## src/rtl/reg_file_sb.sv

```systemverilog
// Multi-port register file with write-through bypass, optional hardwired-zero R0,
// and a per-register reservation scoreboard for issue-stage hazard detection.

module reg_file_sb_entry #(
    parameter int WIDTH = 16
) (
    input  logic             clk,
    input  logic             reset,
    input  logic             wr,
    input  logic [WIDTH-1:0] wdata,
    input  logic             set,
    output logic [WIDTH-1:0] q,
    output logic             pend
);
    always_ff @(posedge clk) begin
        if (reset) begin
            q    <= '0;
            pend <= 1'b0;
        end else begin
            if (wr) q <= wdata;
            // a fresh reservation outranks the writeback that retires the old one
            if (set)     pend <= 1'b1;
            else if (wr) pend <= 1'b0;
        end
    end
endmodule

module reg_file_sb #(
    parameter int WIDTH   = 16,
    parameter int DEPTH   = 8,
    parameter bit ZERO_R0 = 1'b1,
    localparam int AW     = $clog2(DEPTH)
) (
    input  logic             clk,
    input  logic             reset,
    input  logic             we,
    input  logic [AW-1:0]    waddr,
    input  logic [WIDTH-1:0] wdata,
    input  logic [AW-1:0]    raddr_a,
    output logic [WIDTH-1:0] rdata_a,
    input  logic [AW-1:0]    raddr_b,
    output logic [WIDTH-1:0] rdata_b,
    input  logic             rsv_en,
    input  logic [AW-1:0]    rsv_addr,
    output logic             busy_a,
    output logic             busy_b,
    output logic [DEPTH-1:0] pending
);
    typedef struct packed {
        logic [WIDTH-1:0] data;
        logic             busy;
    } rd_rsp_t;

    logic [DEPTH-1:0][WIDTH-1:0] regs;
    logic [DEPTH-1:0]            pend_q;
    logic [DEPTH-1:0]            wsel;
    logic [DEPTH-1:0]            rsel;
    logic [1:0][AW-1:0]          raddr;
    logic                        wr_ok;

    // Address decode doubles as range check: out-of-range or R0 addresses match no entry.
    for (genvar i = 0; i < DEPTH; i++) begin : g_ent
        localparam logic [AW-1:0] IDX = AW'(i);
        if (ZERO_R0 && i == 0) begin : g_zero
            assign regs[i]   = '0;
            assign pend_q[i] = 1'b0;
            assign wsel[i]   = 1'b0;
            assign rsel[i]   = 1'b0;
        end else begin : g_reg
            assign wsel[i] = we && (waddr == IDX);
            assign rsel[i] = rsv_en && (rsv_addr == IDX);
            reg_file_sb_entry #(.WIDTH(WIDTH)) u_ent (
                .clk   (clk),
                .reset (reset),
                .wr    (wsel[i]),
                .wdata (wdata),
                .set   (rsel[i]),
                .q     (regs[i]),
                .pend  (pend_q[i])
            );
        end
    end

    assign wr_ok   = |wsel;
    assign raddr   = {raddr_b, raddr_a};
    assign pending = pend_q;

    for (genvar p = 0; p < 2; p++) begin : g_rd
        logic [WIDTH-1:0] rd;
        logic             pb;
        logic             hit;
        rd_rsp_t          rsp;

        always_comb begin
            rd = '0;
            pb = 1'b0;
            for (int i = 0; i < DEPTH; i++) begin
                if (raddr[p] == AW'(i)) begin
                    rd = regs[i];
                    pb = pend_q[i];
                end
            end
            // bypass only on a write that will actually land, so forced-zero reads stay zero
            hit      = wr_ok && (waddr == raddr[p]);
            rsp.data = hit ? wdata : rd;
            rsp.busy = pb && !(we && (waddr == raddr[p]));
        end
    end

    assign rdata_a = g_rd[0].rsp.data;
    assign busy_a  = g_rd[0].rsp.busy;
    assign rdata_b = g_rd[1].rsp.data;
    assign busy_b  = g_rd[1].rsp.busy;
endmodule

```

## config.mk

```make
export PLATFORM = sky130hd
export DESIGN_NAME = reg_file_sb
export DESIGN_NICKNAME = d
export VERILOG_FILES = /design/src/rtl/reg_file_sb.sv
export SDC_FILE = /design/constraint.sdc
export NUM_CORES = 1
export LEC_CHECK = 0
export ABC_AREA = 1
export BUFFER_PORTS_ARGS = -buffer_cell sky130_fd_sc_hd__buf_2
export CAP_MARGIN = 20
export CORE_ASPECT_RATIO = 2
export CORE_MARGIN = 3
export CORE_UTILIZATION = 50
export CTS_BUF_LIST = sky130_fd_sc_hd__clkbuf_4 sky130_fd_sc_hd__clkbuf_8
export DETAILED_ROUTE_END_ITERATION = 8
export GPL_ROUTABILITY_DRIVEN = 0
export GPL_TIMING_DRIVEN = 0
export PLACE_DENSITY = 0.72
export SETUP_SLACK_MARGIN = 0.3
export SYNTH_ARGS = -nofsm -noshare
export SYNTH_HDL_FRONTEND = slang
export SYNTH_SLANG_ARGS = --single-unit
```

## constraint.sdc

```tcl
create_clock -name clk -period 1.63 [get_ports clk]
set_input_delay 0.326 -clock clk [delete_from_list [all_inputs] [get_ports clk]]
set_output_delay 0.326 -clock clk [all_outputs]
set_load 0.1 [all_outputs]
```

Yosys cells after proc, flatten, opt, wreduce, memory -nomap -nowiden
Cells that the tools add are included.
- add/sub/neg operators: 0
- multiply operators: 0
- divide/modulo/power cells: 0
- magnitude comparators: 0
- equality and inequality tests: 30
- shift-type cells: 0
- mux-type cells: 44
- bitwise logic cells: 0
- reductions and logical operators: 30
- operators by type and width (cell ; number):
    16-bit two-way mux ; 16
    3-bit equality test, second input constant ; 16
    1-bit two-way mux ; 28
    3-bit by 2-bit equality test with 1-bit output, second input constant ; 8
    1-bit logical AND ; 20
    2-bit nonzero test ; 7
    3-bit by 1-bit equality test with 1-bit output, second input constant ; 4
    7-bit OR reduction ; 1
    3-bit equality test ; 2
    1-bit zero test ; 2
- flip-flop bits (word level): 119
- latch bits: 0
- RAM bits: 0
- ROM bits: 0
- input bits: 32
- output and inout bits: 42
- word-level logic and storage cells: 118
- memories kept: 0

Depth between registers and ports, before layout
Gate-level depths: netlist of run 1.
- word-level depth: 9
- gate-level depth with buffers: 11
- mapped depth without buffers: 9

Modules after synthesis
Synthesis of run 1 repeated with hierarchy kept, for this count alone.
- cell total of the unflattened synthesis: 1141
- area total of the unflattened synthesis: 7025.5 µm²
- by module, submodules not included (module ; instances ; cells each ; area an instance (µm²) ; seq. area each (µm²)):
    reg_file_sb_entry ; 7 ; 73 ; 584.3 ; 340.3
    reg_file_sb ; 1 ; 630 ; 2935.3 ; 0.0

Worst setup path before layout of run 1
No wires, ideal clock.
- path type: input port to output port
- start: in raddr_b[1]
- end: out busy_b
- arrival time: 2.543 ns
- required time: 1.304 ns
- setup slack: -1.239 ns
- stages on the path: 8
- buffers on the path: 2
- path through: buf_2 nor2_1 nand2_2 buf_2 nor2_1 nor2_1 o21ai_0 a21oi_1
- longest elaborated chain between the ends: 9
- elaborated cells on any way between the ends: 18
- those cells by class: 8 x eq/ne; 7 x mux; 3 x reduce/logical
- ends and longest elaborated chain (what ; RTL line ; RTL):
    start: declaration ; 41 ; input logic [AW-1:0] raddr_b,
    3-bit by 1-bit equality test with 1-bit output ; 98 ; if (raddr[p] == AW'(i)) begin
    1-bit two-way mux (7 in a row) ; 98 ;
    1-bit logical AND (*) ; 106 ; rsp.busy = pb && !(we && (waddr == raddr[p]));
    end: declaration ; 46 ; output logic busy_b,
Every way passes the cells marked *; elsewhere a longest branch is shown, timed or not.

Worst setup path after layout of run 1
- start: reg g_ent[6].g_reg.u_ent.q[2]
- end: out rdata_a[2]
- longest elaborated chain between the ends: 3
- ends and longest elaborated chain (what ; RTL line ; RTL):
    start: declaration ; 12 ; output logic [WIDTH-1:0] q,
    start signal: assignment ; 20 ; if (wr) q <= wdata;
    16-bit two-way mux (2 in a row) ; 98 ;
    16-bit two-way mux ; 105 ; rsp.data = hit ? wdata : rd;
    end: declaration ; 40 ; output logic [WIDTH-1:0] rdata_a,
No other way between the ends.

==> run metrics, run 1 <==
status finished, violations left; failing checks setup timing; WHS slightly below 0.2 ns; DR WL met2 17900 µm; Initial Utilization 51.6%; Layout area overhead 59.8%; Placed Cells 1444; endpoints failing setup 35; CTS tree yes; first-pass GRT wire length 54800 µm; slowest CP cell o211ai_1; crit-path max cell delay 0.50 ns; IO Count 74; Bufs and invs on worst path 1; Core Box Area 0.0140 mm²; worst-path fanout max 3; clock sinks 119; Clock Tree Buf Depth 2; cts hold-fix bufs 0; register area share after synthesis about a third; cts bufs inserted 17; Slew headroom 28.1%; syn avg cell area 5.98 µm²; Worst Path Arrival 1.89 ns; DRC viols 0; worst path cell trace o211ai_1 > nand4_1 > nand2_2 > nand2_8 > buf_12; CTS H-Tree Depth 4; Metal-1 WL roughly 11000 µm; fin cells ~1.5k; Die Y between 150 and 200 µm; remaining global-route overflow 0; Primary FF master, synth dfxtp_1; WP data required 1.30 ns; final wirelength 38100 µm; Yosys top cell area share 33.1%; Mapped Nets 1236; chip width 90.9 µm; skew final 0 ns; number of fill cells 914; VDD IR max 0.823 mV; count of cell types in the netlist 25; R2R Setup Slk 0.73 ns; CP delay by family, top compound AO/OA/AOI/OAI gates; Setup crit end kind primary output; Commonest cells post-synth nand2_1 (457), a21oi_1 (121), dfxtp_1 (119); layout cells sized above 1 39.2%; Port Buffers 51; Via density approximately 6.4; post-detail-place hpwl ~23000 µm; Min Clock Period, post-route 2.22 ns; largest net degree at the start of global routing 17; initial antenna violation count 0; area of the mapped netlist roughly 0.007 mm²; Area contributors post-synth dfxtp_1 (33%), nand2_1 (24%), a21oi_1 (8.4%); drt first pass iters 9; setup ws final -0.587 ns; critical setup path kind flop to primary output; Post-synth EDFFs 0; Worst Tran Pin Value 1.08 ns; Final Core Density 82.4%; Yosys Warn Count 0; Synth Register Bits 119; unrepaired setup endpoints after global routing true; fmax 451 MHz; DRT iter0 DRCs 1020; routed vias 9822; max_cap viols 0; row count 61; hold violation total from the final report 0; Final Cycle Share 136%; met3 WL 3800 µm; cell with the most instances after synthesis nand2_1; die area ~0.016 mm²; leakage power 4.66 nW; WL/cell 24.9 µm; cell count after synthesis about 1.2k; total track usage 45.8%; Final nets 1363; final antenna-violating net count 0; cell taking the most area after synthesis dfxtp_1; Post-synth ARST share 0%; final-report max-slew violation count 0; Highest Signal Layer met4; vias in the first global route roughly 9.5k; pwr/cell area slightly above 800 mW/mm²; Startpoint Class flop; worst hold path class primary input to flop; root buffer cell clkbuf_8; Skew-Pair Late Insertion Delay 0.46 ns; Clk pin slew, worst setup/hold paths 0.09 ns; number of diodes 0
## flip-flops by register name (all words and copies together), names as in the netlist
name,cells
g_ent.g_reg.u_ent.q,112
g_ent.g_reg.u_ent.pend,7
## kinds of logic (layout without fill, tap and decap cells)
family / count (synthesis) / count (layout) / synth area share (%)
AND/OR/NAND/NOR: 659 / 661 / 38.2
buffers and inverters: 184 / 322 / 10.6
AO/OA/AOI/OAI: 239 / 239 / 17.8
flip-flops: 119 / 119 / 33.1
XOR/XNOR: 2 / 2 / 0.243
other: 1 / 1 / 0.0521
## layout by cell type (no fill, tap or decap), drive strengths merged
cell type / count
clkinvlp: 5
nor2: 85
a211oi: 16
bufinv: 3
a31oi: 1
clkbuf: 79
nor3: 17
conb: 1
nand4: 86
xnor2: 2
o21ai: 84
clkinv: 6
bufbuf: 1
a21oi: 121
inv: 76
o211ai: 17
dfxtp: 119
buf: 152
nand3: 12
nand2: 461
## tightest hold or removal path: stages
cell and delay, ns:
buf_2 0.10, inv_1 0.05, nand3_1 0.09, a21oi_1 0.06
## final timing paths
kind	startpoint	to	cells after the start
worst max-delay path	g_ent[6].g_reg.u_ent.q[2]	rdata_a[2]	5
worst min-delay path	rsv_addr[0]	g_ent[4].g_reg.u_ent.pend	4
worst max register to register	g_ent[4].g_reg.u_ent.pend	g_ent[4].g_reg.u_ent.pend	4
worst min register to register	g_ent[4].g_reg.u_ent.q[9]	g_ent[4].g_reg.u_ent.q[9]	2
## timing repair
action                                  4_1_cts  5_1_grt
buffers inserted                             31       15
endpoints found under the setup margin       41      103
pin swaps                                   122       94
resized for setup                           423      160
gates cloned                                 10        1
## power by group
part           total [mW]  internal (mW)  switching (mW)
combinational        3.27           1.13            2.14
clock                3.08           1.61            1.47
sequential           3.05           2.97          0.0783
total                9.40           5.71            3.69
## per-stage QoR
step	worst slack, ns	area, µm²	TNS, ns	total power [mW]
floorplan	-0.188	8290	-2.42	4.95
global placement	-0.826	8790	-29.75	5.41
detailed placement	-0.838	8790	-31.52	5.42
CTS	-0.418	10900	-11.70	9.04
global route	-0.586	11500	-15.26	9.56
finish	-0.587	11500	-14.37	9.40
## cell type report
cell class / instances / area, µm² / area share, %
Inverter: 77 / 375 / 3.26
Sequential cell: 119 / 2450 / 21.3
Tap cell: 189 / 236 / 2.06
Multi-Input combinational cell: 903 / 5570 / 48.5
Timing Repair Buffer: 106 / 1600 / 13.9
Clock inverter: 13 / 169 / 1.47
Clock buffer: 19 / 262 / 2.27
Buffer: 107 / 845 / 7.34
## layer usage
metal	global-route usage, %	vias to the layer above
li1	-	4216
met5	0	-
met2	75.2	812
met3	10.8	351
met4	47.6	0
met1	45.4	4443
No activity file was read; power rests on OpenSTA's default activity.
==> inputs of run 2 (changes only) <==
SYNTH_HIERARCHICAL = 1   (was default)
==> run metrics, run 2 <==
Yosys Warn Count 6; routed vias 8336; die area 0.0156 mm²; Setup crit end kind primary output; clock sinks roughly 120; remaining global-route overflow 0; max_cap viols 0; commonest non-fill, non-tap cells in the layout nor2_1 (244), nand2_1 (154), o21ai_0 (134), dfxtp_1 (79), nand2_2 (73); pre-CTS setup slack -0.771 ns; layout cells sized above 1 between 30% and 40%; Via density approximately 5.7; final wirelength 28200 µm; leakage power 4.64 nW; skew final 0 ns; Core Box Area 0.0136 mm²; endpoints failing setup 34; worst-path fanout max 3; cell with the most instances after synthesis nand2_1; CTS tree yes; register area share after synthesis between 30% and 40%; Initial Utilization 51.7%; Worst Path Arrival 1.67 ns; row count 60; IO Count 74; top flop regs g_ent.g_reg.u_ent/q x112, g_ent.g_reg.u_ent/pend x7; cell taking the most area after synthesis dfxtp_1; cell area after layout 0.0107 mm²; power consumption 8.68 mW; number of diodes 0; first-pass GRT wire length between 40000 and 50000 µm; Port Buffers between 60 and 70; Min Clock Period, post-route roughly 2.0 ns; Die Y roughly 170 µm; Clock Tree Buf Depth 2; drt first pass iters 5; chip width 89.8 µm; area of the mapped netlist 0.00703 mm²; Final Core Density 78.4%; Final Cycle Share 123%; status finished, violations left; Post-synth ARST share 0%; root buffer cell clkbuf_8; final-report max-slew violation count 0; WP data required 1.30 ns; vias in the first global route 8297; Yosys top cell area share around a third; fmax 500 MHz; Synth Register Bits between 100 and 150; Mapped Nets approximately 1.2k; failing checks setup timing; WL/cell between 15 and 20 µm; cell count after synthesis 1141; syn avg cell area 6.16 µm²; cts bufs inserted 17; Skew-Pair Late Insertion Delay approximately 0.44 ns; initial antenna violation count 0; VDD IR max 0.847 mV; Post-synth EDFFs 0; DRT iter0 DRCs 646; unrepaired setup endpoints after global routing true; Startpoint Class flop; register with the most flip-flops g_ent.g_reg.u_ent/q; Placed Area 0.00864 mm²; final antenna-violating net count 0; setup ws final -0.369 ns; Final nets 1302; most common cell after layout, fill and taps aside nor2_1; worst hold path class primary input to flop; Commonest cells post-synth nand2_1 (286), nor2_1 (259), o21ai_0 (166); Area contributors post-synth dfxtp_1 (34%), nand2_1 (15%), nor2_1 (14%); pwr/cell area 815 mW/mm²; Layout area overhead 51.7%; Primary FF master, synth dfxtp_1; CTS H-Tree Depth 4; largest net degree at the start of global routing 17; critical setup path kind flop to primary output; max reg flops between 100 and 150; count of cell types in the netlist 29; total track usage 34.9%; hold violation total from the final report 0; DRC viols 0; Clk pin slew, worst setup/hold paths roughly 0.07 ns; post-detail-place hpwl about 20000 µm
==> run 2: power by group <==
| part | switching, mW | leakage (nW) | internal (mW) |
|---|---|---|---|
| logic | 1.95 | 3.47 | 1.07 |
| clock network | 1.25 | 0.181 | 1.31 |
| registers | 0.0910 | 0.988 | 3.01 |
| total | 3.29 | 4.64 | 5.40 |
==> run 2: through the flow <==
stage / TNS (ns) / instances / hold slack (ns)
floorplan: -1.50 / 1141 / 0.385
global placement: -28.37 / 1394 / 0.468
detailed placement: -28.54 / 1394 / 0.487
CTS: -8.35 / 1453 / 0.170
global route: -11.63 / 1469 / 0.192
finish: -9.43 / 1469 / 0.191
==> run 2: per-layer routing <==
| layer | up-vias | global-route usage [%] | part of all wire [%] |
|---|---|---|---|
| li1 | 3955 | - | - |
| met1 | 3841 | 36.4 | 35 |
| met2 | 422 | 63.5 | 53 |
| met3 | 118 | 4.74 | 5.3 |
| met4 | 0 | 24.9 | 6.7 |
| met5 | - | 0 | 0 |
==> run 2: worst paths after layout <==
kind                              startpoint                          to  slack [ns]  cells after the start
hold reg to reg   g_ent[2].g_reg.u_ent/q[15]  g_ent[2].g_reg.u_ent/q[15]        0.51                      2
hold / removal                   rsv_addr[0]   g_ent[4].g_reg.u_ent/pend        0.19                      4
setup reg to reg   g_ent[7].g_reg.u_ent/q[3]   g_ent[7].g_reg.u_ent/q[3]        0.89                      2
setup / recovery   g_ent[3].g_reg.u_ent/q[7]                  rdata_b[7]       -0.37                      7
==> run 2: cell type report <==
class	instances	area [µm²]
Timing Repair Buffer	109	1410
Tap cell	186	233
Clock inverter	11	100
Inverter	93	425
Multi-Input combinational cell	873	5120
Sequential cell	119	2450
Fill cell	991	2930
Buffer	57	634
Clock buffer	21	277
==> run 2: cell families after synthesis <==
family | synth area share [%]
other | 0.0534
AOI/OAI and AO/OA | 19.5
DFF | 33.9
xor gates and xnor gates | 0.356
buffers and inverters | 10.5
and+or+nand+nor | 35.6
==> run 2: timing repair <==
| action | in CTS | in global routing |
|---|---|---|
| gates cloned | 3 | 2 |
| pin swaps | 87 | 62 |
| hold buffers | 0 | 0 |
| gates resized for setup | 301 | 100 |
| setup endpoints to repair | 51 | 83 |
| buffers inserted | 24 | 14 |
==> run 2: worst max-delay path: stages, from the launching register on <==
cell and delay (ns):
dfxtp_2 0.34, nor3_1 0.23, nor2_1 0.07, nand2_1 0.10, nand4_1 0.14, nand2_2 0.15
nand2_8 0.06, buf_12 0.16
==> inputs of run 3 (changes only) <==
CTS_BUF_LIST = sky130_fd_sc_hd__clkbuf_16   (was sky130_fd_sc_hd__clkbuf_4 sky130_fd_sc_hd__clkbuf_8)
SETUP_SLACK_MARGIN = 0.1   (was 0.3)
==> run metrics, run 3 (synthesis gave the netlist of run 2 again) <==
status finished, violations left; failing checks setup timing; first-pass GRT wire length ~42000 µm; initial antenna violation count 0; remaining global-route overflow 0; final wirelength 28500 µm; DRT iter0 DRCs 726; worst hold path class primary input to flop; row count 60; clock share of power 38.6%; worst-path fanout max 8; routed vias roughly 8.3k; setup ws final -0.372 ns; Worst Tran Pin Value roughly 0.63 ns; P_int 6.54 mW; hold violation total from the final report 0; Slew headroom 57.6%; CTS tree yes; Skew-Pair Late Insertion Delay 0.42 ns; IO Count 74; fin cells 1464; Port Buffers 67; Worst Path Arrival 1.68 ns; Final nets 1297; WHS approximately 0.19 ns; most common cell after layout, fill and taps aside nor2_1; switch share approximately 34%; chip width 89.8 µm; commonest non-fill, non-tap cells in the layout nor2_1 (252), nand2_1 (164), o21ai_0 (142), dfxtp_1 (102), nand2_2 (56); WP data required 1.30 ns; setup tns final -10.86 ns; cts hold-fix bufs 0; DRC viols 0; Die Y 174 µm; post-detail-place hpwl 19300 µm; Comb pwr share a little under a third; vias in the first global route 8007; Clk pin slew, worst setup/hold paths 0.06 ns; drt first pass iters 6; max_cap viols 0; top flop regs g_ent.g_reg.u_ent/q x112, g_ent.g_reg.u_ent/pend x7; skew final 0 ns; number of fill cells 924; Placed Area 0.00863 mm²; largest net degree at the start of global routing 17; WL/cell 19.4 µm; root buffer cell clkbuf_16; power consumption 9.98 mW; Core Box Area 0.0136 mm²; critical setup path kind primary input to primary output; final-report max-slew violation count 0; layout cells sized above 1 33.6%; Initial Utilization 51.7%; Setup crit end kind primary output; max reg flops 112; Final Cycle Share 123%; Via density 5.69; number of diodes 0; pwr/cell area 922 mW/mm²; cts bufs inserted 17; Layout area overhead 54.0%; Final Core Density 79.6%; VDD IR max 0.826 mV; unrepaired setup endpoints after global routing true; cell area after layout around 0.011 mm²; final antenna-violating net count 0; pre-CTS setup slack -0.798 ns; die area ~0.016 mm²; CTS H-Tree Depth 4; sw power 3.44 mW; Min Clock Period, post-route 2.00 ns; total track usage 34.1%; Clock Tree Buf Depth 2; clock sinks between 100 and 150; Placed Cells 1394; endpoints failing setup 34; leakage power about 4.7 nW; Seq. cell area 0.00242 mm²; area of the multi-input gates 0.00515 mm²; Startpoint Class primary input; fmax between 400 and 500 MHz; register with the most flip-flops g_ent.g_reg.u_ent/q; sequential power share between 30% and 40%
-- run 3: routing by layer --
metal	GRT usage, %	vias up	share of wire, %
met5	0	-	0
met1	36.1	3816	35
li1	-	3946	-
met3	4.26	133	5.6
met4	23.1	0	7.3
met2	62.0	439	52
-- run 3: worst paths after layout --
check	start	to	slack, ns	cells after the start
worst max-delay path	raddr_b[1]	rdata_b[13]	-0.37	10
worst max register to register	g_ent[7].g_reg.u_ent/q[6]	g_ent[7].g_reg.u_ent/q[6]	0.91	2
worst min register to register	g_ent[3].g_reg.u_ent/q[11]	g_ent[3].g_reg.u_ent/q[11]	0.49	2
worst min-delay path	rsv_addr[0]	g_ent[4].g_reg.u_ent/pend	0.19	4
-- run 3: power groups by stage --
| stage | clock network [mW] | registers, mW | logic (mW) |
|---|---|---|---|
| after detailed placement | 0 | 3.14 | 2.32 |
| after floorplan | 0 | 3.16 | 1.83 |
| final | 3.86 | 3.09 | 3.03 |
| after global placement | 0 | 3.14 | 2.30 |
| after global routing | 4.02 | 3.10 | 3.15 |
| after CTS | 3.89 | 3.08 | 2.86 |
-- run 3: final cells by class --
class | count | area share (%)
sequential | 119 | 22.3
timing repair buffer | 104 | 12.4
multi-input combinational | 873 | 47.6
clock buffer | 18 | 4.16
tap | 186 | 2.15
clock inverter | 14 | 1.45
inverter | 93 | 3.91
buffer | 57 | 5.92
-- run 3: critical path, stage by stage --
cell and delay, ns:
buf_8 0.11, buf_12 0.14, xnor2_4 0.16, nand3_4 0.21, clkbuf_16 0.24, o21ai_2 0.06
inv_1 0.07, nand2_2 0.12, nand2_8 0.06, buf_12 0.16
-- run 3: repair_timing --
item / 4_1_cts / 5_1_grt
endpoints found under the setup margin: 44 / 39
pin swaps: 42 / 60
buffers inserted: 21 / 9
resized for setup: 259 / 73
cloned: 4 / 4
